### config.mk
export PLATFORM = sky130hd
export DESIGN_NAME = spi_baud_gen
export DESIGN_NICKNAME = d
export VERILOG_FILES = /design/src/rtl/spi_pkg.sv /design/src/rtl/spi_baud_gen.sv
export SDC_FILE = /design/constraint.sdc
export NUM_CORES = 1
export LEC_CHECK = 0
export ABC_AREA = 1
export CAP_MARGIN = 20
export CELL_PAD_IN_SITES_DETAIL_PLACEMENT = 2
export CELL_PAD_IN_SITES_GLOBAL_PLACEMENT = 2
export CORE_MARGIN = 2
export CORE_UTILIZATION = 31
export CTS_CLUSTER_DIAMETER = 200
export DETAILED_ROUTE_END_ITERATION = 10
export PLACE_DENSITY_LB_ADDON = 0.25
export SYNTH_ARGS = -nofsm -noshare
export SYNTH_HDL_FRONTEND = slang
export SYNTH_SLANG_ARGS = --single-unit
### constraint.sdc
create_clock -name PCLK -period 6.8 [get_ports PCLK]
set_input_delay 1.36 -clock PCLK [delete_from_list [all_inputs] [get_ports PCLK]]
set_output_delay 1.36 -clock PCLK [all_outputs]
set_load 0.01 [all_outputs]
### src/rtl/spi_pkg.sv
// Shared definitions for the SPI master: mode encodings, divisor width and
// the baud divisor function used by the baud/SCLK generator.
package spi_pkg;

   localparam int DIV_W = 12;

   typedef enum logic [1:0] {
      SPI_RUN  = 2'b00,
      SPI_WAIT = 2'b01,
      SPI_STOP = 2'b10
   } spi_mode_e;

   // Divisor = (sppr+1) << (spr+1); the shift amount is widened so spr=7 gives 8.
   function automatic logic [DIV_W-1:0] baud_div(input logic [2:0] sppr,
                                                 input logic [2:0] spr);
      logic [DIV_W-1:0] base;
      base = DIV_W'(sppr) + DIV_W'(1);
      return base << ({1'b0, spr} + 4'd1);
   endfunction

endpackage

### src/rtl/spi_baud_gen.sv
// Baud-rate and SCLK generator: divides PCLK to SCLK and decodes the
// one-cycle launch/capture strobes for the shift-register stage.
module spi_baud_gen #(
   parameter int DIV_W = 12
) (
   input  logic             PCLK,
   input  logic             PRESETn,
   input  logic [1:0]       spi_mode_i,
   input  logic             spiswai_i,
   input  logic [2:0]       sppr_i,
   input  logic [2:0]       spr_i,
   input  logic             cpol_i,
   input  logic             cpha_i,
   input  logic             ss_i,
   output logic             sclk_o,
   output logic             mosi_send_sclk_o,
   output logic             mosi_send_sclk0_o,
   output logic             miso_receive_sclk_o,
   output logic             miso_receive_sclk0_o,
   output logic [DIV_W-1:0] baud_rate_div_o
);
   import spi_pkg::*;

   logic [DIV_W-1:0] r_count;
   logic             r_sclk;
   logic [DIV_W-1:0] w_div;
   logic [DIV_W-1:0] w_half;
   logic [DIV_W-1:0] w_half_m1;
   logic [DIV_W-1:0] w_launch_cnt;
   logic             w_active;
   logic             w_wrap;
   logic             w_capture;
   logic             w_launch;
   logic             w_unused_cpha;

   // Edge selection by CPHA happens in the shift register; all four strobes are driven here.
   assign w_unused_cpha = cpha_i;

   // Divisor is purely combinational so it tracks the register block even in reset.
   assign w_div           = DIV_W'(baud_div(sppr_i, spr_i));
   assign baud_rate_div_o = w_div;
   assign w_half          = w_div >> 1;
   assign w_half_m1       = w_half - DIV_W'(1);
   // With half==1 there is no earlier cycle to launch in, so launch shares the capture cycle.
   assign w_launch_cnt    = (w_half == DIV_W'(1)) ? '0 : (w_half - DIV_W'(2));

   assign w_active = !ss_i &&
                     ((spi_mode_i == SPI_RUN) ||
                      ((spi_mode_i == SPI_WAIT) && !spiswai_i));

   // ">=" rather than "==" so a divisor shrunk mid-transfer wraps on the next edge.
   assign w_wrap = (r_count >= w_half_m1);

   // Half-period counter: runs while active, held at zero otherwise.
   always_ff @(posedge PCLK or negedge PRESETn) begin
      if (!PRESETn)
         r_count <= '0;
      else if (!w_active)
         r_count <= '0;
      else if (w_wrap)
         r_count <= '0;
      else
         r_count <= r_count + DIV_W'(1);
   end

   // SCLK register: parks at CPOL when idle, toggles on each counter wrap.
   always_ff @(posedge PCLK or negedge PRESETn) begin
      if (!PRESETn)
         r_sclk <= 1'b0;
      else if (!w_active)
         r_sclk <= cpol_i;
      else if (w_wrap)
         r_sclk <= ~r_sclk;
   end

   assign sclk_o = r_sclk;

   // Strobe decode: the current SCLK level picks which edge the next toggle will be.
   always_comb begin
      w_capture            = w_active && (r_count == w_half_m1);
      w_launch             = w_active && (r_count == w_launch_cnt);
      miso_receive_sclk_o  = w_capture && !r_sclk;
      miso_receive_sclk0_o = w_capture &&  r_sclk;
      mosi_send_sclk_o     = w_launch  && !r_sclk;
      mosi_send_sclk0_o    = w_launch  &&  r_sclk;
   end

endmodule

==> flow_summary.toml, run 1 <==
[run_status]
status = "finished, final reports clean"

[logic_synthesis]
synth_top_area_share_pct = 16.4
yosysSeqAreaShare_pct = 16.4
async_reset_ff_share_pct = 100
synth-edff-count = 0
syn_nets = 363
yosys_warnings = 0
synthFlopType = "dfrtp_1"
syn_area_um2 = 1990
synthCells = 330
synth.avg_cell_area_um2 = 6.02
synth-seq-cells = 13
ys_types = 31
synth.largest_area_cell = "dfrtp_1"
synth_area_leaders = "dfrtp_1, nand2_1, ha_1"

[setup_path]
arrival_ps = 5050
crit_type = "input pin to primary output"
crit_chain = "clkdlybuf4s50_1, ha_1, nand2_1, o21ai_1, inv_1, nand2_1, nand3_2, ha_1, nand3_1, nor2_2, nand2_1, nor2_4, nand3_1, ha_1, nand2_1, inv_1, nand3_1, nor3_2, nand2_1, nor2_1, clkdlybuf4s50_1"
slowest_delay_ps = 540
worstPathRequired_ps = 5440
crit_fanout = 6
end_kind = "primary output"
critPathLaunchType = "input pin"
crit_top_cell = "nand2_1"
cp_slowest_cell = "clkdlybuf4s50_1"
worst-path-buf-inv = 4
path_delay_family = "simple AND/OR/NAND/NOR gates"

[route]
drtIter0Drc = 51
dr_total_vias = 2223
ant_nets = 0
wl_met3_um = 81
drt-vias-per-instance = 5.05
drcViolationCount = 0
wl_mm = 6.65
dr_wl_met2_mm = 3.50
wire_per_inst_um = 15.1
wl_met1_mm = 3.00
first_pass_iters = 4
top_layer_used = "met4"

[clocking]
cts_buffers = 3
cts_root_buf = "clkbuf_8"
clock_latency_ps = 250
cts_hold_buf = 0
cts_setup_buffers = 0
cts_tree = "built"
clkSlewWorstSetupHoldPaths_ps = 50
clockBufferDepth = 2
post_cts_resize_count = 0
h-tree-depth = 1
clock_sinks = 13

[floorplanning]
start_util_pct = 31.7
dieArea_um2 = 7070
die_y_um = 84.1
boundaryPins = 31
rows = 29
dieWidth_um = 84.1
core_area_um2 = 6280

[cells_and_area]
final_core_util_pct = 39.2
area.growth.synth_to_final_pct = 23.9
drive_above_1_share_pct = 11.6
antenna-diode-count = 0
fin_nets = 397

[job]
cap_viol_max_count = 0

[sta]
setup_viol = 0
final.min_clock_period_ps = 6410
fin_crit_sh_pct = 94.2
maxSlewHeadroom_pct = 59.4
hold_viol_final = 0
rsz0062_at_grt = "false"
clock.fmax_ghz = 0.156
finClkSkew_ps = 1.66
maxSlewViolCount = 0
setup_tns_ps = 0
worst_pin_slew_ps = 608

[grt]
grt_overflow = 0
grt_antenna_before_repair = 0
groute.usage.overall_pct = 19.8
grt_pass1_vias = 2417
grt_pass1_wl_mm = 11.4
grt_max_degree = 23

[pwr]
pwr-share-seq_pct = 22.1
power_frac_comb_pct = 58.3
pwr-share-clk_pct = 19.7
p_sw_share_pct = 45.3
p_sw_uw = 165
ir_drop_uv = 86.2
p_int_uw = 199
power_density_nw_per_um2 = 148
p_leak_nw = 1.19

[min_path]
hp-class = "flip-flop to flip-flop"

[placement]
globalplace.congestion = 0.796
numPortBuffers = 29
dp.final_hpwl_mm = 5.66
-- metal layers --
metal | track usage [%] | up-vias
met1 | 24.1 | 1071
met3 | 0.593 | 5
li1 | - | 1123
met4 | 5.13 | 0
met2 | 37.9 | 24
met5 | 0 | -
-- metrics by stage --
stage | power (mW) | cells | hold WS [ps] | instance area (um2) | setup slack [ps]
floorplan | 0.223 | 330 | 476 | 1990 | 1430
global placement | 0.281 | 436 | 512 | 2380 | 148
detailed placement | 0.289 | 436 | 522 | 2380 | 111
CTS | 0.363 | 440 | 530 | 2420 | 89.9
global route | 0.399 | 440 | 543 | 2460 | 36.5
finish | 0.363 | 440 | 524 | 2460 | 393
-- logic make-up after synthesis --
family | after synthesis | synth area share [%]
buf+inv | 55 | 11.0
xor+xnor | 10 | 4.41
compound gates | 22 | 6.80
simple gates | 211 | 49.4
fa+ha+maj | 19 | 12.0
flops | 13 | 16.4
-- worst paths after layout --
path	start	to	slack, ps	cells past startpoint
hold reg to reg	r_count[0]	r_count[0]	520	1
min in group asynchronous	PRESETn	r_count[10]	1490	1
max in group asynchronous	PRESETn	sclk_o	4920	1
setup / recovery	sppr_i[0]	miso_receive_sclk_o	390	21
hold / removal	r_count[0]	r_count[0]	520	1
setup reg to reg	r_count[1]	r_count[10]	4720	12
-- sequential cells by signal, indices dropped and copies added, names as in the netlist --
signal and count:
sclk_o 1, r_count 12
-- synthesized netlist by cell type, types with 2 or more instances --
cell	count
a21oi_1	9
dfrtp_1	13
ha_1	19
inv_1	45
inv_2	6
nand2_1	86
nand2_2	6
nand3_1	36
nand3_2	5
nand4_1	10
nor2_1	44
nor2_2	7
nor2_4	3
nor3_1	10
o21ai_0	6
o21ai_1	2
xnor2_1	2
xor2_1	8
-- worst reg2reg max path: stages (launching register included) --
cell and delay [ps]:
dfrtp_1 430, ha_1 200, nand2_1 80, nor2_1 90
inv_1 60, nor2_1 150, inv_1 80, nor2_1 180
inv_1 60, nor3_1 300, inv_1 70, o21ai_0 150
a21oi_1 80
-- cell usage in the layout (no fill, tap or decap), drive strengths merged --
cell,n
nand2,92
nor2,54
inv,51
nand3,41
clkdlybuf4s50,28
ha,19
dfrtp,13
nand4,11
nor3,10
a21oi,9
o21ai,9
xor2,8
buf,4
clkbuf,4
xnor2,2
or2,1
o22ai,1
a21boi,1
o31ai,1
nor3b,1
nand3b,1
a31oi,1
dlymetal6s2s,1
-- cell type report --
cell class	count	area [um2]
fill	791	3810
multi-input combinational	262	1480
sequential	13	325
timing repair buffer	33	323
inverter	51	191
tap	77	96.3
clock buffer	4	45.0
-- power by group through the flow --
| stage | registers (mW) | logic, mW | clock network, mW |
|---|---|---|---|
| 6_report | 0.0801 | 0.212 | 0.0716 |
| 5_1_grt | 0.0803 | 0.244 | 0.0745 |
| 4_1_cts | 0.0803 | 0.209 | 0.0730 |
| 3_5_place_dp | 0.0817 | 0.208 | 0 |
| 3_3_place_gp | 0.0815 | 0.199 | 0 |
| 2_1_floorplan | 0.0814 | 0.142 | 0 |
No activity file was read; power rests on OpenSTA's default activity.
==> run 2: changes to the inputs <==
==> constraint.sdc (replaced) <==
create_clock -name PCLK -period 8.3 [get_ports PCLK]
set_input_delay 1.66 -clock PCLK [delete_from_list [all_inputs] [get_ports PCLK]]
set_output_delay 1.66 -clock PCLK [all_outputs]
set_load 0.01 [all_outputs]
==> run 2 against run 1 <==
  * Hold slack worse by 1.5 ps
  * Die area stayed put
  * Flip-flop and latch count stayed put
  * Clock-buffer cell count stayed put
  * Clock power is 21% lower
  * Critical endpoint is now miso_receive_sclk0_o
  * Largest cell class unchanged
  * Final cell count is 0.68% lower
  * Sequential power is 18% lower
  * Register-to-register slack better by 1500 ps
  * Via count hardly changed
  * Critical path type unchanged
  * Core utilization is 1.0 points lower
  * Wire length is 4.7% lower
  * Clock skew is 1.0 ps lower
==> flow_summary.toml, run 2 (synthesis results as in run 1) <==
[clocking]
clockBufferDepth = 2
cts_tree = "built"
cts_buffers = 3
clock_sinks = 13
clock_latency_ps = 240
cts_hold_buf = 0
h-tree-depth = 1
post_cts_resize_count = 0
clkSlewWorstSetupHoldPaths_ps = 50
cts_setup_buffers = 0
cts_root_buf = "clkbuf_8"

[grt]
grt_pass1_wl_mm = 11.1
grt_antenna_before_repair = 0
grt_pass1_vias = 2408
grtUsageMet3_pct = 0.198
groute.usage.overall_pct = 18.9
met1_usage_pct = 22.7
grt_max_degree = 23
grt-busiest-layer = "met2"
grt_overflow = 0
grt_use_met2_pct = 37.7

[sta]
fin_crit_sh_pct = 91.4
maxSlewHeadroom_pct = 58.8
hold_viol_final = 0
setup_tns_ps = 0
rsz0062_at_grt = "false"
worst_pin_slew_ps = 617
clock.fmax_ghz = 0.132
setup_viol = 0
maxSlewViolCount = 0
final.min_clock_period_ps = 7580
finClkSkew_ps = 0.656

[cells_and_area]
drive_above_1_share_pct = 9.72
largest_register_ffs = 12
nFillCells = 808
fin_nets = 394
layout_commonest_cell = "nand2_1"
top_register = "r_count"
final_core_util_pct = 38.2
antenna-diode-count = 0
final_area_um2 = 2400
seq_area_um2 = 325
final_cell_mix = "nand2_1, inv_1, nor2_1"
multi_input_area_um2 = 1440
area.growth.synth_to_final_pct = 20.7

[floorplanning]
core_area_um2 = 6280
rows = 29
die_y_um = 84.1
dieWidth_um = 84.1
boundaryPins = 31
dieArea_um2 = 7070
start_util_pct = 31.7

[route]
drtIter0Drc = 53
dr_total_vias = 2224
first_pass_iters = 4
drt-vias-per-instance = 5.09
wl_mm = 6.33
wire_per_inst_um = 14.5
ant_nets = 0
drcViolationCount = 0

[pwr]
power_density_nw_per_um2 = 120
p_leak_nw = 1.15
p_total_uw = 289
ir_drop_uv = 73.5

[setup_path]
end_kind = "primary output"
reg2reg_depth = 9
path_delay_family = "simple AND/OR/NAND/NOR gates"
crit_fanout = 8
critPathLaunchType = "input pin"
startpoint = "spr_i[0]"
cp_slowest_cell = "clkdlybuf4s50_1"
crit_chain = "clkdlybuf4s50_1, ha_1, inv_1, nand3_1, nand3_1, ha_1, a21boi_1, nand2_2, o31ai_1, nand2_1, ha_1, nand2_1, nor3_1, nand2_1, nor3_1, clkdlybuf4s50_1"
timing.rr.end = "sclk_o"
arrival_ps = 5920
worstSetupEndpoint = "miso_receive_sclk0_o"
crit_type = "input pin to primary output"
r2r_setup_slack_ps = 6190
slowest_delay_ps = 560
path_depth = 16
worst-path-buf-inv = 3
worstPathRequired_ps = 6640
timing.rr.start = "r_count[10]"

[min_path]
hp-class = "flip-flop to flip-flop"

[placement]
dp.final_hpwl_mm = 5.56
place_area_um2 = 2350
globalplace.congestion = 0.768
numPortBuffers = 29

[job]
cap_viol_max_count = 0

[run_status]
status = "finished, final reports clean"
-- run 2: cell count changes in the layout (fill, tap and decap cells not counted) --
| cell | delta |
|---|---|
| nor2_2 | +1 |
| nor3_1 | +1 |
| nand3_4 | -2 |
| nand3_1 | +2 |
| dlymetal6s2s_1 | -1 |
| nor3_2 | -1 |
| buf_4 | -3 |
| nor2_4 | -1 |
| clkdlybuf4s50_1 | +1 |
| a21boi_1 | +1 |
| a21boi_2 | -1 |
-- run 2: how the worst min path moves through the flow --
stage | slack (ps) | cells past startpoint | end | startpoint
after floorplan | 480 | 1 | r_count[0] | r_count[0]
after global placement | 510 | 1 | r_count[0] | r_count[0]
after detailed placement | 520 | 1 | r_count[0] | r_count[0]
after CTS | 530 | 1 | r_count[0] | r_count[0]
after global routing | 550 | 1 | r_count[0] | r_count[0]
final | 520 | 1 | r_count[0] | r_count[0]
-- run 2: cell type report --
type / instances / share of cell area, %
flip-flops and latches: 13 / 13.6
multi-input cells: 262 / 60.1
clock buffers: 4 / 1.88
inverters: 51 / 7.98
repair buffers: 30 / 12.4
well taps: 77 / 4.02
-- run 2: stage by stage --
step | hold WS, ps | instances | setup slack (ps)
detailed placement | 518 | 433 | 692
global route | 550 | 437 | 310
global placement | 512 | 433 | 754
floorplan | 476 | 330 | 2330
finish | 522 | 437 | 717
CTS | 526 | 437 | 669
-- run 2: layer usage --
layer / wire length, um / vias to the layer above / share of wire (%)
met3: 78 / 5 / 1.2
met4: 38 / 0 / 0.60
met1: 2810 / 1075 / 44
li1: - / 1120 / -
met2: 3410 / 24 / 54
met5: 0 / - / 0
-- run 2: power by group --
part,internal (mW),switching [mW]
Clock,0.0339,0.0225
Combinational,0.0620,0.105
Sequential,0.0644,0.00122
Total,0.160,0.129
